--- src/rtl/uart_sample_packer.sv ---
// Packs UART receiver bytes (low then high) into 16-bit samples and queues them in a FWFT FIFO.
// Optional partial-sample timeout is enabled by defining UART_SAMPLE_PACKER_TIMEOUT_EN.
module uart_sample_packer #(
    parameter int unsigned DEPTH   = 16,
    parameter int unsigned TIMEOUT = 20000
) (
    input  logic                     clk,
    input  logic                     rst,
    input  logic [7:0]               rxbyte,
    input  logic                     rxdone,
    output logic [15:0]              sample,
    output logic                     sample_valid,
    input  logic                     sample_ready,
    output logic [$clog2(DEPTH):0]   count,
    output logic                     overflow,
    output logic                     timeout_err
);

    localparam int unsigned AW = $clog2(DEPTH);
    localparam int unsigned CW = AW + 1;

    if (DEPTH < 2 || (DEPTH & (DEPTH - 1)) != 0 || TIMEOUT < 1) begin : g_bad_cfg
        $error("uart_sample_packer: DEPTH must be a power of two >= 2 and TIMEOUT >= 1");
    end

    typedef enum logic {
        ST_LOW  = 1'b0,
        ST_HIGH = 1'b1
    } state_t;

    state_t         r_state;
    logic           r_rxdone_q;
    logic [7:0]     r_low_q;

    logic [15:0]    r_mem [DEPTH];
    logic [AW-1:0]  r_wr_ptr;
    logic [AW-1:0]  r_rd_ptr;
    logic [CW-1:0]  r_count;
    logic [15:0]    r_sample;
    logic           r_sample_valid;
    logic           r_overflow;

    logic           w_accept;
    logic           w_push;
    logic [15:0]    w_push_data;
    logic           w_pop;
    logic           w_push_ok;
    logic [AW-1:0]  w_next_rd;
    logic [CW-1:0]  w_next_count;
    logic           w_bypass;

    assign w_accept     = rxdone & ~r_rxdone_q;
    assign w_push       = w_accept & (r_state == ST_HIGH);
    assign w_push_data  = {rxbyte, r_low_q};
    assign w_pop        = (r_count != '0) & sample_ready;
    // A push into a full FIFO still lands when the head leaves in the same cycle
    assign w_push_ok    = w_push & ((r_count < CW'(DEPTH)) | w_pop);
    assign w_next_rd    = r_rd_ptr + AW'(w_pop);
    assign w_next_count = r_count + CW'(w_push_ok) - CW'(w_pop);
    // New head is the word being written when the FIFO is otherwise empty after this cycle
    assign w_bypass     = w_push_ok & ((r_count - CW'(w_pop)) == '0);

`ifdef UART_SAMPLE_PACKER_TIMEOUT_EN
    localparam int unsigned TW = $clog2(TIMEOUT + 1);
    logic [TW-1:0]  r_tcnt;
    logic           r_timeout_err;
    assign timeout_err = r_timeout_err;
`else
    assign timeout_err = 1'b0;
`endif

    // Byte pairing FSM with receiver done-level edge detect
    always_ff @(posedge clk or posedge rst) begin
        if (rst) begin
            r_state    <= ST_LOW;
            r_rxdone_q <= 1'b0;
            r_low_q    <= 8'h00;
`ifdef UART_SAMPLE_PACKER_TIMEOUT_EN
            r_tcnt        <= '0;
            r_timeout_err <= 1'b0;
`endif
        end else begin
            r_rxdone_q <= rxdone;
            case (r_state)
                ST_LOW: begin
                    if (w_accept) begin
                        r_low_q <= rxbyte;
                        r_state <= ST_HIGH;
`ifdef UART_SAMPLE_PACKER_TIMEOUT_EN
                        r_tcnt  <= '0;
`endif
                    end
                end
                ST_HIGH: begin
                    if (w_accept) begin
                        r_state <= ST_LOW;
`ifdef UART_SAMPLE_PACKER_TIMEOUT_EN
                    end else if (r_tcnt == TW'(TIMEOUT - 1)) begin
                        r_state       <= ST_LOW;
                        r_timeout_err <= 1'b1;
                    end else begin
                        r_tcnt <= r_tcnt + TW'(1);
`endif
                    end
                end
                default: r_state <= ST_LOW;
            endcase
        end
    end

    // Sample storage; contents survive reset
    always_ff @(posedge clk) begin
        if (w_push_ok) begin
            r_mem[r_wr_ptr] <= w_push_data;
        end
    end

    // FIFO bookkeeping and registered head/status outputs
    always_ff @(posedge clk or posedge rst) begin
        if (rst) begin
            r_wr_ptr       <= '0;
            r_rd_ptr       <= '0;
            r_count        <= '0;
            r_sample       <= 16'h0000;
            r_sample_valid <= 1'b0;
            r_overflow     <= 1'b0;
        end else begin
            if (w_push_ok) begin
                r_wr_ptr <= r_wr_ptr + AW'(1);
            end
            r_rd_ptr       <= w_next_rd;
            r_count        <= w_next_count;
            r_sample_valid <= (w_next_count != '0);
            if (w_next_count == '0) begin
                r_sample <= 16'h0000;
            end else if (w_bypass) begin
                r_sample <= w_push_data;
            end else begin
                r_sample <= r_mem[w_next_rd];
            end
            if (w_push & ~w_push_ok) begin
                r_overflow <= 1'b1;
            end
        end
    end

    assign sample       = r_sample;
    assign sample_valid = r_sample_valid;
    assign count        = r_count;
    assign overflow     = r_overflow;

endmodule

--- config.mk ---
export PLATFORM = sky130hd
export DESIGN_NAME = uart_sample_packer
export DESIGN_NICKNAME = d
export VERILOG_FILES = /design/src/rtl/uart_sample_packer.sv
export SDC_FILE = /design/constraint.sdc
export NUM_CORES = 1
export LEC_CHECK = 0
export ABC_CLOCK_PERIOD_IN_PS = 5100
export CORE_UTILIZATION = 45
export DETAILED_ROUTE_END_ITERATION = 8
export PLACE_DENSITY_LB_ADDON = 0.08
export SKIP_LAST_GASP = 1
export SLEW_MARGIN = 25
export SYNTH_ARGS = -nofsm -noshare
export SYNTH_HDL_FRONTEND = slang
export SYNTH_SLANG_ARGS = --single-unit
--- constraint.sdc ---
create_clock -name clk -period 5.1 [get_ports clk]
set_input_delay 0.765 -clock clk [delete_from_list [all_inputs] [get_ports clk]]
set_output_delay 0.765 -clock clk [all_outputs]
set_load 0.02 [all_outputs]
# ---- Yosys cells after proc, flatten, opt, wreduce, memory -nomap -nowiden
# Memory sizes are Yosys's and may differ from the RTL's.
# Cells that the tools add are included.
dict set report classes {
  n_bitwise 10
  addsub 5
  reduce_logical 5
  n_lt_le_gt_ge 1
  mux 7
}
# op n
set ops {}
lappend ops {{16-bit 2-to-1 mux} 2}
lappend ops {{5-bit zero test} 2}
lappend ops {{5-bit nonzero test} 2}
lappend ops {{5-bit by 1-bit subtractor with 5-bit output} 2}
lappend ops {{1-bit bitwise AND} 6}
lappend ops {{5-bit by 1-bit adder with 5-bit output} 1}
lappend ops {{5-bit less-than comparator (second input constant)} 1}
lappend ops {{4-bit by 1-bit adder with 4-bit output} 1}
lappend ops {{4-bit by 1-bit adder with 4-bit output (second input constant)} 1}
lappend ops {{1-bit 2-to-1 mux} 4}
lappend ops {{1-bit NOT} 3}
lappend ops {{1-bit one-hot mux with 2 select lines} 1}
lappend ops {{2-bit AND reduction} 1}
lappend ops {{1-bit OR} 1}
dict set report word_totals {
  memories 1
  word_cells 38
  output_inout_bits 24
  input_bits 12
  regBits 41
  ram_bits 256
}
# memory depth width rd rd_ports_with_merged_regs write_ports line_no
set memory_table {}
lappend memory_table {r_mem 16 16 1 0 1 35} ;# logic [15:0] r_mem [DEPTH];

# ---- Depth between registers and ports, before layout
# Gate-level depths: netlist of the first run.
dict set report depth {
  ltp_word 8
  ltp_mapped 17
  mapped_depth_nobuf 15
}

# ---- Least setup slack after synthesis of the first run
# No wires, ideal clock.
dict set report synth_path {
  path_type {input to register}
  startpoint {input port rxdone}
  endpoint {register r_sample[10], in the netlist sample[10]}
  setup_ps 76
  slack_ps 1119
  arrival_time_ps 3905
  cell_stages 15
  path_cell_list {nor2b_1 > ha_1 > or3_1 > nand2_1 > ha_1 > inv_1 > fa_1 > or3_1 > and4_1 > o2111a_1 > or3b_1 > buf_2 > buf_6 > a311o_1 > o21ai_1}
}
dict set report synth_between {
  elab_chain_len 7
}
# item line_no
set synth_rtl {}
lappend synth_rtl {{start, declared} 10} ;# input logic rxdone,
lappend synth_rtl {{1-bit bitwise AND *} 52} ;# assign w_accept = rxdone & ~r_rxdone_q;
lappend synth_rtl {{1-bit bitwise AND *} 53} ;# assign w_push = w_accept & (r_state == ST_HIGH);
lappend synth_rtl {{1-bit bitwise AND *} 57} ;# assign w_push_ok = w_push & ((r_count < CW'(DEPTH)) | w_pop);
lappend synth_rtl {{5-bit by 1-bit adder with 5-bit output} 59} ;# assign w_next_count = r_count + CW'(w_push_ok) - CW'(w_pop);
lappend synth_rtl {{5-bit by 1-bit subtractor with 5-bit output} 59}
lappend synth_rtl {{5-bit zero test} 134} ;# if (w_next_count == '0) begin
lappend synth_rtl {{16-bit 2-to-1 mux *} 134}
lappend synth_rtl {{end signal, assigned} 137} ;# r_sample <= w_push_data;
lappend synth_rtl {{end signal, assigned} 139} ;# r_sample <= r_mem[w_next_rd];
lappend synth_rtl {{end, declared} 39} ;# logic [15:0] r_sample;
# Mark *: on every way between the ends. The rest lies on a longest branch, timed or not.
# A chain may end at the register's enable or synchronous reset.

# ---- Worst setup path after layout of the first run
dict set report layout_path {
  startpoint {input port rxdone}
  endpoint {register r_sample[15], in the netlist sample[15]}
}
# Same word-level chain as after synthesis.

==> summary.log, run 1 <==
qor: sta.fmax 0.229 GHz
qor: floorplan.floorplan.die_area 26,900 um^2
qor: global_routing.pin_count_of_the_biggest_net_entering_global_routing 42
qor: clocking.clock_latency_reported_for_the_late_side_of_the_worst_skew_pair 560 ps
qor: sta.timing_worst_slew_pin_value 956 ps
qor: setup_path.r2r_end sample[15]
qor: sta.report.final.slew_viol_count 0
qor: global_routing.grt_util_all_layers 0.208
qor: floorplan.die_y 164 um
qor: setup_path.critical_path_peak_fanout 16
qor: routing.detail_route.vias_per_cell 5.81
qor: setup_path.critical_path_arrival 4840 ps
qor: final_layout.final-instance-count-excl-fill 1,066
qor: final_layout.num-nets-final 738
qor: setup_path.rr_startpoint count[2]
qor: worst_hold_path.hold_path.startpoint overflow
qor: synth.synth.net_count 679
qor: routing.postRouteAntennaNets 0
qor: setup_path.critical_path_required 5570 ps
qor: synth.yosysSeqAreaShare 0.739
qor: sta.min_period 4370 ps
qor: final_layout.layout-drive-gt1-share 0.217
qor: setup_path.worst-r2r-setup-slack 860 ps
qor: synth.synth_cell_type_count 53
qor: worst_hold_path.worst_hold_path.num_cells 1
qor: clocking.cts_buffers 31
qor: placement.place_inst 1,009
qor: final_layout.stdcell_area 13,600 um^2
qor: flow_run.timing.max_cap.violations 0
qor: floorplan.core_region_area 25,500 um^2
qor: synth.post_synth_instance_area 11,800 um^2
qor: floorplan.top_level_ports 36
qor: power_and_ir_drop.power.leakage 4.55 nW
qor: placement.placedInstanceArea 12,600 um^2
qor: clocking.clock-sinks 297
qor: sta.hold_violations 0
qor: floorplan.start_util 0.463
qor: clocking.bufs_on_longest_clock_path 3
qor: clocking.clk_root_buffer_cell clkbuf_16
qor: placement.post-dp-hpwl 16.3 mm
qor: placement.numPortBuffers 34
qor: sta.relSlewSlack 0.363
qor: synth.ys_warn_count 0
qor: worst_hold_path.hold_path.class reg -> reg
qor: worst_hold_path.min_delay_worst_endpoint overflow
qor: synth.ys_seq_elements 297
qor: synth.synthesis.area_per_instance 18.1 um^2
qor: global_routing.grt_first_pass_wirelength 40.4 mm
qor: setup_path.worst_setup_path_start_kind primary input
qor: final_layout.diodes 0
qor: clocking.post_cts_resized 0
qor: routing.postRouteWirelength 26.7 mm
qor: power_and_ir_drop.ir_drop 0.000428 V
qor: clocking.postCtsSetupBuffers 0
qor: clocking.holdBufCountCts 0
qor: final_layout.area_growth_syn_to_layout 15.3%
qor: sta.finClkSkew 22.7 ps
qor: sta.setup_total_negative_slack 0 ps
qor: outcome.outcome finished clean
qor: synth.number_of_enable_type_register_cells_in_the_synthesized_netlist 256
qor: floorplan.die_width 164 um
qor: sta.setup_viol_count_final 0
qor: synth.async_reset_ff_frac 0.138
qor: setup_path.worstSetupEndpointType register
qor: synth.ys.flop_type edfxtp_1
qor: clocking.path_clk_slew 60 ps
qor: synth.post_synth_inst_count 653
qor: global_routing.grt_overflow_total 0
qor: floorplan.floorplan.rows 58
qor: routing.routed_wire_length_per_instance 25.0 um
qor: placement.globalplace.congestion 0.825
qor: setup_path.critPathKind in -> reg
qor: setup_path.worst-r2r-cell-count 14
qor: global_routing.first_global_vias 6,328
qor: routing.firstDrtPassIters 4
qor: routing.initialDrtViolationCount 605
qor: sta.period_utilization_post_route 0.857
qor: global_routing.grt_antenna_before_repair 0
qor: sta.unrepaired_setup_endpoints_after_global_routing no
qor: routing.route.vias.total 6,195
qor: clocking.tritoncts done
qor: clocking.clock_tree.htree_level_count 1
qor: routing.remaining_drc_errors 0
qor: power_and_ir_drop.power_per_cell_area 583 nW/um^2
==> Yosys cell counts, types with 2 or more instances <==
| cell | instances | area share |
|---|---|---|
| edfxtp_1 | 256 | 0.65 |
| nand2_1 | 43 | 0.014 |
| dfrtp_1 | 41 | 0.087 |
| mux2_2 | 39 | 0.037 |
| mux4_2 | 33 | 0.063 |
| and3_1 | 17 | 0.0090 |
| o21ai_1 | 17 | 0.0072 |
| a221oi_1 | 16 | 0.012 |
| inv_1 | 16 | 0.0051 |
| nor3b_1 | 16 | 0.010 |
| o22ai_1 | 16 | 0.0085 |
| a2111oi_0 | 15 | 0.011 |
| a311o_1 | 15 | 0.013 |
| clkbuf_1 | 14 | 0.0045 |
| ha_1 | 13 | 0.014 |
| nor2_1 | 13 | 0.0041 |
| buf_2 | 7 | 0.0030 |
| buf_4 | 7 | 0.0045 |
| buf_6 | 5 | 0.0048 |
| nand2b_1 | 5 | 0.0027 |
| nor3_1 | 5 | 0.0021 |
| buf_1 | 4 | 0.0013 |
| xnor2_1 | 4 | 0.0030 |
| or3_1 | 3 | 0.0016 |
| a31o_2 | 2 | 0.0015 |
| and2_1 | 2 | 0.0011 |
| nand4_1 | 2 | 0.0011 |
| xor2_1 | 2 | 0.0015 |
==> worst max path at each step <==
| stage | start | end | cells past startpoint |
|---|---|---|---|
| floorplan | rxdone | sample[10] | 15 |
| global placement | rxdone | sample[6] | 14 |
| detailed placement | rxdone | sample[15] | 14 |
| CTS | rxdone | sample[15] | 14 |
| global route | rxdone | sample[6] | 14 |
| finish | rxdone | sample[15] | 14 |
==> metrics by stage <==
stage | worst slack [ps] | hold WS, ps | power, mW | utilization
6_report | 728 | 483 | 7.92 | 0.534
5_1_grt | 483 | 510 | 8.29 | 0.534
4_1_cts | 718 | 488 | 7.98 | 0.534
3_5_place_dp | 145 | 458 | 5.77 | 0.494
3_3_place_gp | 142 | 468 | 5.71 | 0.494
2_1_floorplan | 1120 | 499 | 4.89 | -
==> placed cells by master, fill, tap and decap left out, types with 3 or more instances in the layout <==
| cell type | count |
|---|---|
| clkbuf_1 | 10 |
| clkinv_1 | 5 |
| a221oi_1 | 16 |
| clkdlybuf4s50_1 | 34 |
| nor3_2 | 4 |
| nor2_1 | 13 |
| inv_1 | 15 |
| o21ai_1 | 17 |
| edfxtp_1 | 256 |
| a2111oi_0 | 15 |
| a311o_1 | 15 |
| nand2_1 | 43 |
| clkbuf_8 | 4 |
| clkbuf_16 | 31 |
| mux4_2 | 33 |
| mux2_2 | 39 |
| nor3b_1 | 16 |
| nand2b_1 | 5 |
| o22ai_1 | 16 |
| clkinv_2 | 4 |
| dfrtp_1 | 41 |
| and3_1 | 17 |
| bufinv_16 | 3 |
| buf_4 | 28 |
| ha_1 | 13 |
| xnor2_1 | 4 |
| or3_1 | 3 |
==> metal layers <==
layer  GRT usage  vias to the layer above  part of all wire
met1       0.303                     3276              0.45
li1            -                     2734                 -
met2       0.331                      149              0.48
met5           0                        -                 0
met4      0.0434                        0             0.017
met3      0.0366                       36             0.050
==> kinds of logic (layout without fill, tap and decap cells) <==
| group | Yosys count | after routing | synth area share |
|---|---|---|---|
| compound gates | 87 | 87 | 0.0565 |
| xor+xnor | 7 | 7 | 0.00679 |
| fa+ha+maj | 14 | 14 | 0.0155 |
| buf+inv | 55 | 138 | 0.0239 |
| flops | 297 | 297 | 0.739 |
| mux | 72 | 72 | 0.100 |
| other cells | 1 | 1 | 0.000318 |
| simple gates | 120 | 120 | 0.0580 |
==> cell type report <==
class | instances | area [um^2]
Fill cell | 2055 | 11900
Timing Repair Buffer | 63 | 571
Clock inverter | 12 | 133
Inverter | 18 | 71.3
Clock buffer | 45 | 868
Sequential cell | 297 | 8710
Multi-Input combinational cell | 301 | 2830
Tap cell | 330 | 413
==> sequential cells by signal (all words and copies together) (netlist names) <==
signal	cells
r_state	1
r_low_q	8
r_rd_ptr	4
sample_valid	1
overflow	1
r_wr_ptr	4
r_rxdone_q	1
r_mem	256
sample	16
count	5
==> report_power, final <==
part / switching, mW / internal (mW)
Sequential: 0.312 / 3.02
Combinational: 1.37 / 1.00
Clock: 0.893 / 1.32
Total: 2.57 / 5.35
==> worst max-delay path, stage by stage <==
cell,delay [ps]
clkdlybuf4s50_1,420
nor2b_1,160
ha_1,240
or3_1,410
nand2_1,90
ha_1,150
inv_1,60
fa_1,420
or3_1,340
and4_1,200
o2111a_1,320
or3b_1,700
a311o_1,440
o21ai_1,150
Power figures use the tool's default switching activity.
==> run 2, diff against run 1 <==
--- a/config.mk
+++ b/config.mk
@@ -10,7 +10,7 @@
 export DETAILED_ROUTE_END_ITERATION = 8
 export PLACE_DENSITY_LB_ADDON = 0.08
 export SKIP_LAST_GASP = 1
-export SLEW_MARGIN = 25
+export SLEW_MARGIN = 20
 export SYNTH_ARGS = -nofsm -noshare
 export SYNTH_HDL_FRONTEND = slang
 export SYNTH_SLANG_ARGS = --single-unit
==> results of run 2 <==
The final DEF is identical to that of run 1; final timing and power are the same.
==> run 3, diff against run 2 <==
--- a/config.mk
+++ b/config.mk
@@ -5,6 +5,7 @@
 export SDC_FILE = /design/constraint.sdc
 export NUM_CORES = 1
 export LEC_CHECK = 0
+export ABC_AREA = 1
 export ABC_CLOCK_PERIOD_IN_PS = 5100
 export CORE_UTILIZATION = 45
 export DETAILED_ROUTE_END_ITERATION = 8
==> run 3 against run 2 <==
Design area is 3.7% higher; combinational power increased by 27%; setup slack improved by 930 ps; clock-buffer cell count rose by 8; non-clock buffer count decreased by 7; synthesized cell count increased by 54%; cell count increased by 30%; clock power up 10%; sequential share of layout area down 2.3 points; sequential power about the same; global-route usage up 2.8 points.
==> summary.log, run 3 <==
qor: outcome.outcome finished clean [unchanged]
qor: clocking.post_cts_resized 0 [unchanged]
qor: clocking.path_clk_slew 60 ps [about the same]
qor: floorplan.die_width 167 um [was 164 um]
qor: sta.setup_total_negative_slack 0 ps [unchanged]
qor: sta.finClkSkew 9.51 ps [was 22.7 ps]
qor: synth.post_synth_instance_area 12,200 um^2 [was 11,800 um^2]
qor: routing.postRouteWirelength 32.1 mm [was 26.7 mm]
qor: global_routing.first_global_vias 7,860 [was 6,328]
qor: synth.synth_fa_ha_area_frac 0.0150 [was 0.0155]
qor: global_routing.grt_util_all_layers 0.236 [was 0.208]
qor: synth.yosysSeqAreaShare 0.713 [was 0.739]
qor: final_layout.sequential_cell_area 8710 um^2 [unchanged]
qor: final_layout.layout_commonest_cell nand3_1 [was edfxtp_1]
qor: clocking.tritoncts done [unchanged]
qor: sta.min_period 3440 ps [was 4370 ps]
qor: floorplan.die_y 167 um [was 164 um]
qor: sta.timing_worst_slew_pin_value 1080 ps [was 956 ps]
qor: synth.synth_cell_type_count 29 [was 53]
qor: sta.report.final.slew_viol_count 0 [unchanged]
qor: synth.synth.net_count 1,031 [was 679]
qor: floorplan.core_region_area 26,400 um^2 [was 25,500 um^2]
qor: clocking.holdBufCountCts 0 [unchanged]
qor: placement.globalplace.congestion 0.772 [was 0.825]
qor: synth.post_synthesis_compound_gate_area_fraction 0.0168 [was 0.0565]
qor: global_routing.grt_overflow_total 0 [unchanged]
qor: worst_hold_path.hold_path.class reg -> reg [unchanged]
qor: routing.route.vias.total 7,955 [was 6,195]
qor: synth.netlist_top_cells_count nand3_1, edfxtp_1, nand2_1 [was edfxtp_1, nand2_1, dfrtp_1]
qor: sta.timing.final.ws_setup 1660 ps [was 728 ps]
qor: synth.ys_seq_elements 297 [unchanged]
qor: final_layout.largest_register r_mem [unchanged]
qor: clocking.clock-sinks 297 [unchanged]
qor: synth.synth_xor_area_frac 0.00870 [was 0.00679]
qor: synth.share_of_yosys_cell_area_claimed_by_the_top_area_cell_type 0.629 [was 0.652]
qor: routing.initialDrtViolationCount 714 [was 605]
qor: routing.remaining_drc_errors 0 [unchanged]
qor: synth.synthesis.area_per_instance 12.2 um^2 [was 18.1 um^2]
qor: final_layout.fill_cell_instance_count_of_the_final_layout 2,240 [was 2,055]
qor: clocking.clock_tree.htree_level_count 2 [was 1]
qor: clocking.clock_latency_reported_for_the_late_side_of_the_worst_skew_pair 500 ps [was 560 ps]
qor: synth.ys.flop_type edfxtp_1 [unchanged]
qor: final_layout.num-nets-final 1,054 [was 738]
qor: floorplan.top_level_ports 36 [unchanged]
qor: placement.post-dp-hpwl 16.9 mm [was 16.3 mm]
qor: final_layout.largest_reg_flops 256 [unchanged]
qor: sta.relSlewSlack 0.279 [was 0.363]
qor: final_layout.diodes 0 [unchanged]
qor: clocking.cts_buffers 34 [was 31]
qor: setup_path.worstSetupEndpointType register [unchanged]
qor: power_and_ir_drop.power_per_cell_area 623 nW/um^2 [was 583 nW/um^2]
qor: sta.setup_viol_count_final 0 [unchanged]
qor: floorplan.floorplan.die_area 27,800 um^2 [was 26,900 um^2]
qor: sta.hold_violations 0 [unchanged]
qor: setup_path.critPathKind in -> reg [unchanged]
qor: synth.number_of_enable_type_register_cells_in_the_synthesized_netlist 256 [unchanged]
qor: clocking.postCtsSetupBuffers 0 [unchanged]
qor: setup_path.critical_path_required 5520 ps [was 5570 ps]
qor: sta.fmax 0.291 GHz [was 0.229 GHz]
qor: setup_path.critical_path_peak_fanout 17 [was 16]
qor: setup_path.worst-r2r-setup-slack 1890 ps [was 860 ps]
qor: placement.post-place-ws 1110 ps [was 145 ps]
qor: global_routing.pin_count_of_the_biggest_net_entering_global_routing 92 [was 42]
qor: synth.synth.largest_area_cell edfxtp_1 [unchanged]
qor: global_routing.grt_antenna_before_repair 0 [unchanged]
qor: synth.synthMuxAreaShare 0.00737 [was 0.100]
qor: synth.post_synth_inst_count 1,005 [was 653]
qor: clocking.bufs_on_longest_clock_path 3 [unchanged]
qor: final_layout.layout-drive-gt1-share 0.111 [was 0.217]
qor: power_and_ir_drop.ir_drop 0.000416 V [was 0.000428 V]
qor: synth.synthTopCellsByArea edfxtp_1, nand3_1, dfrtp_1, nand2_1, buf_2 [was edfxtp_1, dfrtp_1, mux4_2, mux2_2, ha_1]
qor: synth.synthSimpleGateAreaFrac 0.205 [was 0.0580]
qor: synth.async_reset_ff_frac 0.138 [unchanged]
qor: power_and_ir_drop.total_power 8.79 mW [was 7.92 mW]
qor: final_layout.area_growth_syn_to_layout 15.4% [was 15.3%]
qor: global_routing.grt_first_pass_wirelength 48.9 mm [was 40.4 mm]
qor: flow_run.timing.max_cap.violations 0 [unchanged]
qor: sta.unrepaired_setup_endpoints_after_global_routing no [unchanged]
qor: synth.post-synth-top-count-cell nand3_1 [was edfxtp_1]
qor: floorplan.floorplan.rows 59 [was 58]
qor: floorplan.start_util 0.464 [was 0.463]
qor: synth.ys_warn_count 0 [unchanged]
qor: clocking.clk_root_buffer_cell clkbuf_16 [unchanged]
qor: placement.numPortBuffers 34 [unchanged]
qor: setup_path.critical_path_arrival 3860 ps [was 4840 ps]
qor: routing.detail_route.vias_per_cell 5.73 [was 5.81]
qor: synth.synth_top_family_by_area simple AND/OR/NAND/NOR gates [was multiplexers]
qor: final_layout.multi_input_area 3190 um^2 [was 2830 um^2]
qor: routing.routed_wire_length_per_instance 23.1 um [was 25.0 um]
qor: sta.period_utilization_post_route 0.675 [was 0.857]
qor: routing.postRouteAntennaNets 0 [unchanged]
qor: power_and_ir_drop.power.leakage 5.12 nW [was 4.55 nW]
qor: final_layout.layout.cells.most_common_list nand3_1, edfxtp_1, nand2_1 [was edfxtp_1, nand2_1, dfrtp_1]
qor: setup_path.worst_setup_path_start_kind primary input [unchanged]
qor: routing.firstDrtPassIters 5 [was 4]
==> run 3: kinds of logic after synthesis <==
kind of cell | after synthesis
adder cells (fa/ha/maj) | 14
XOR/XNOR | 10
AND/OR/NAND/NOR | 542
multiplexers | 8
buffers and inverters | 94
AO/OA/AOI/OAI | 39
flip-flops | 297
other | 1
==> run 3: final cells by class <==
cell class / count / share of cell area
clock buffers: 53 / 0.0755
clock inverters: 8 / 0.00532
inverters: 25 / 0.00674
multi-input cells: 614 / 0.226
flip-flops and latches: 297 / 0.618
well taps: 335 / 0.0297
repair buffers: 56 / 0.0385
==> run 3: critical path, cell delays in order <==
cell and delay [ps]:
clkdlybuf4s50_1 470, inv_1 40, nor2_1 120, ha_1 230, inv_1 60, a21oi_2 330, nand2_1 90, nand2_1 80
ha_1 170, inv_1 60, fa_1 420, o31ai_1 280, xnor2_1 120, nand3_1 90, buf_4 250, o21ai_0 120
a21oi_1 150
==> run 3: where the power goes <==
part,internal (mW),switching [mW]
Combinational,1.01,2.01
Clock,1.49,0.956
Sequential,3.03,0.295
Total,5.53,3.26
==> run 3: per-layer routing <==
| metal | track usage | routed length, um | vias up |
|---|---|---|---|
| met5 | 0 | 0 | - |
| met1 | 0.334 | 14300 | 3918 |
| met4 | 0.0696 | 630 | 0 |
| li1 | - | - | 3686 |
| met3 | 0.0361 | 1950 | 56 |
| met2 | 0.378 | 15300 | 295 |
==> run 3: final timing paths <==
check,startpoint,endpoint,depth (start not counted)
max reg2reg,count[2],sample[5],12
max in group asynchronous,rst,sample[7],2
min,overflow,overflow,1
max,rxdone,sample[15],17
min in group asynchronous,rst,sample_valid,2
min reg2reg,overflow,overflow,1
==> run 3: through the flow <==
| step | utilization | hold WS, ps | cells | area [um^2] |
|---|---|---|---|---|
| floorplan | - | 512 | 1005 | 12200 |
| global placement | 0.491 | 457 | 1327 | 12900 |
| detailed placement | 0.491 | 459 | 1327 | 12900 |
| CTS | 0.534 | 472 | 1388 | 14100 |
| global route | 0.535 | 493 | 1388 | 14100 |
| finish | 0.535 | 469 | 1388 | 14100 |
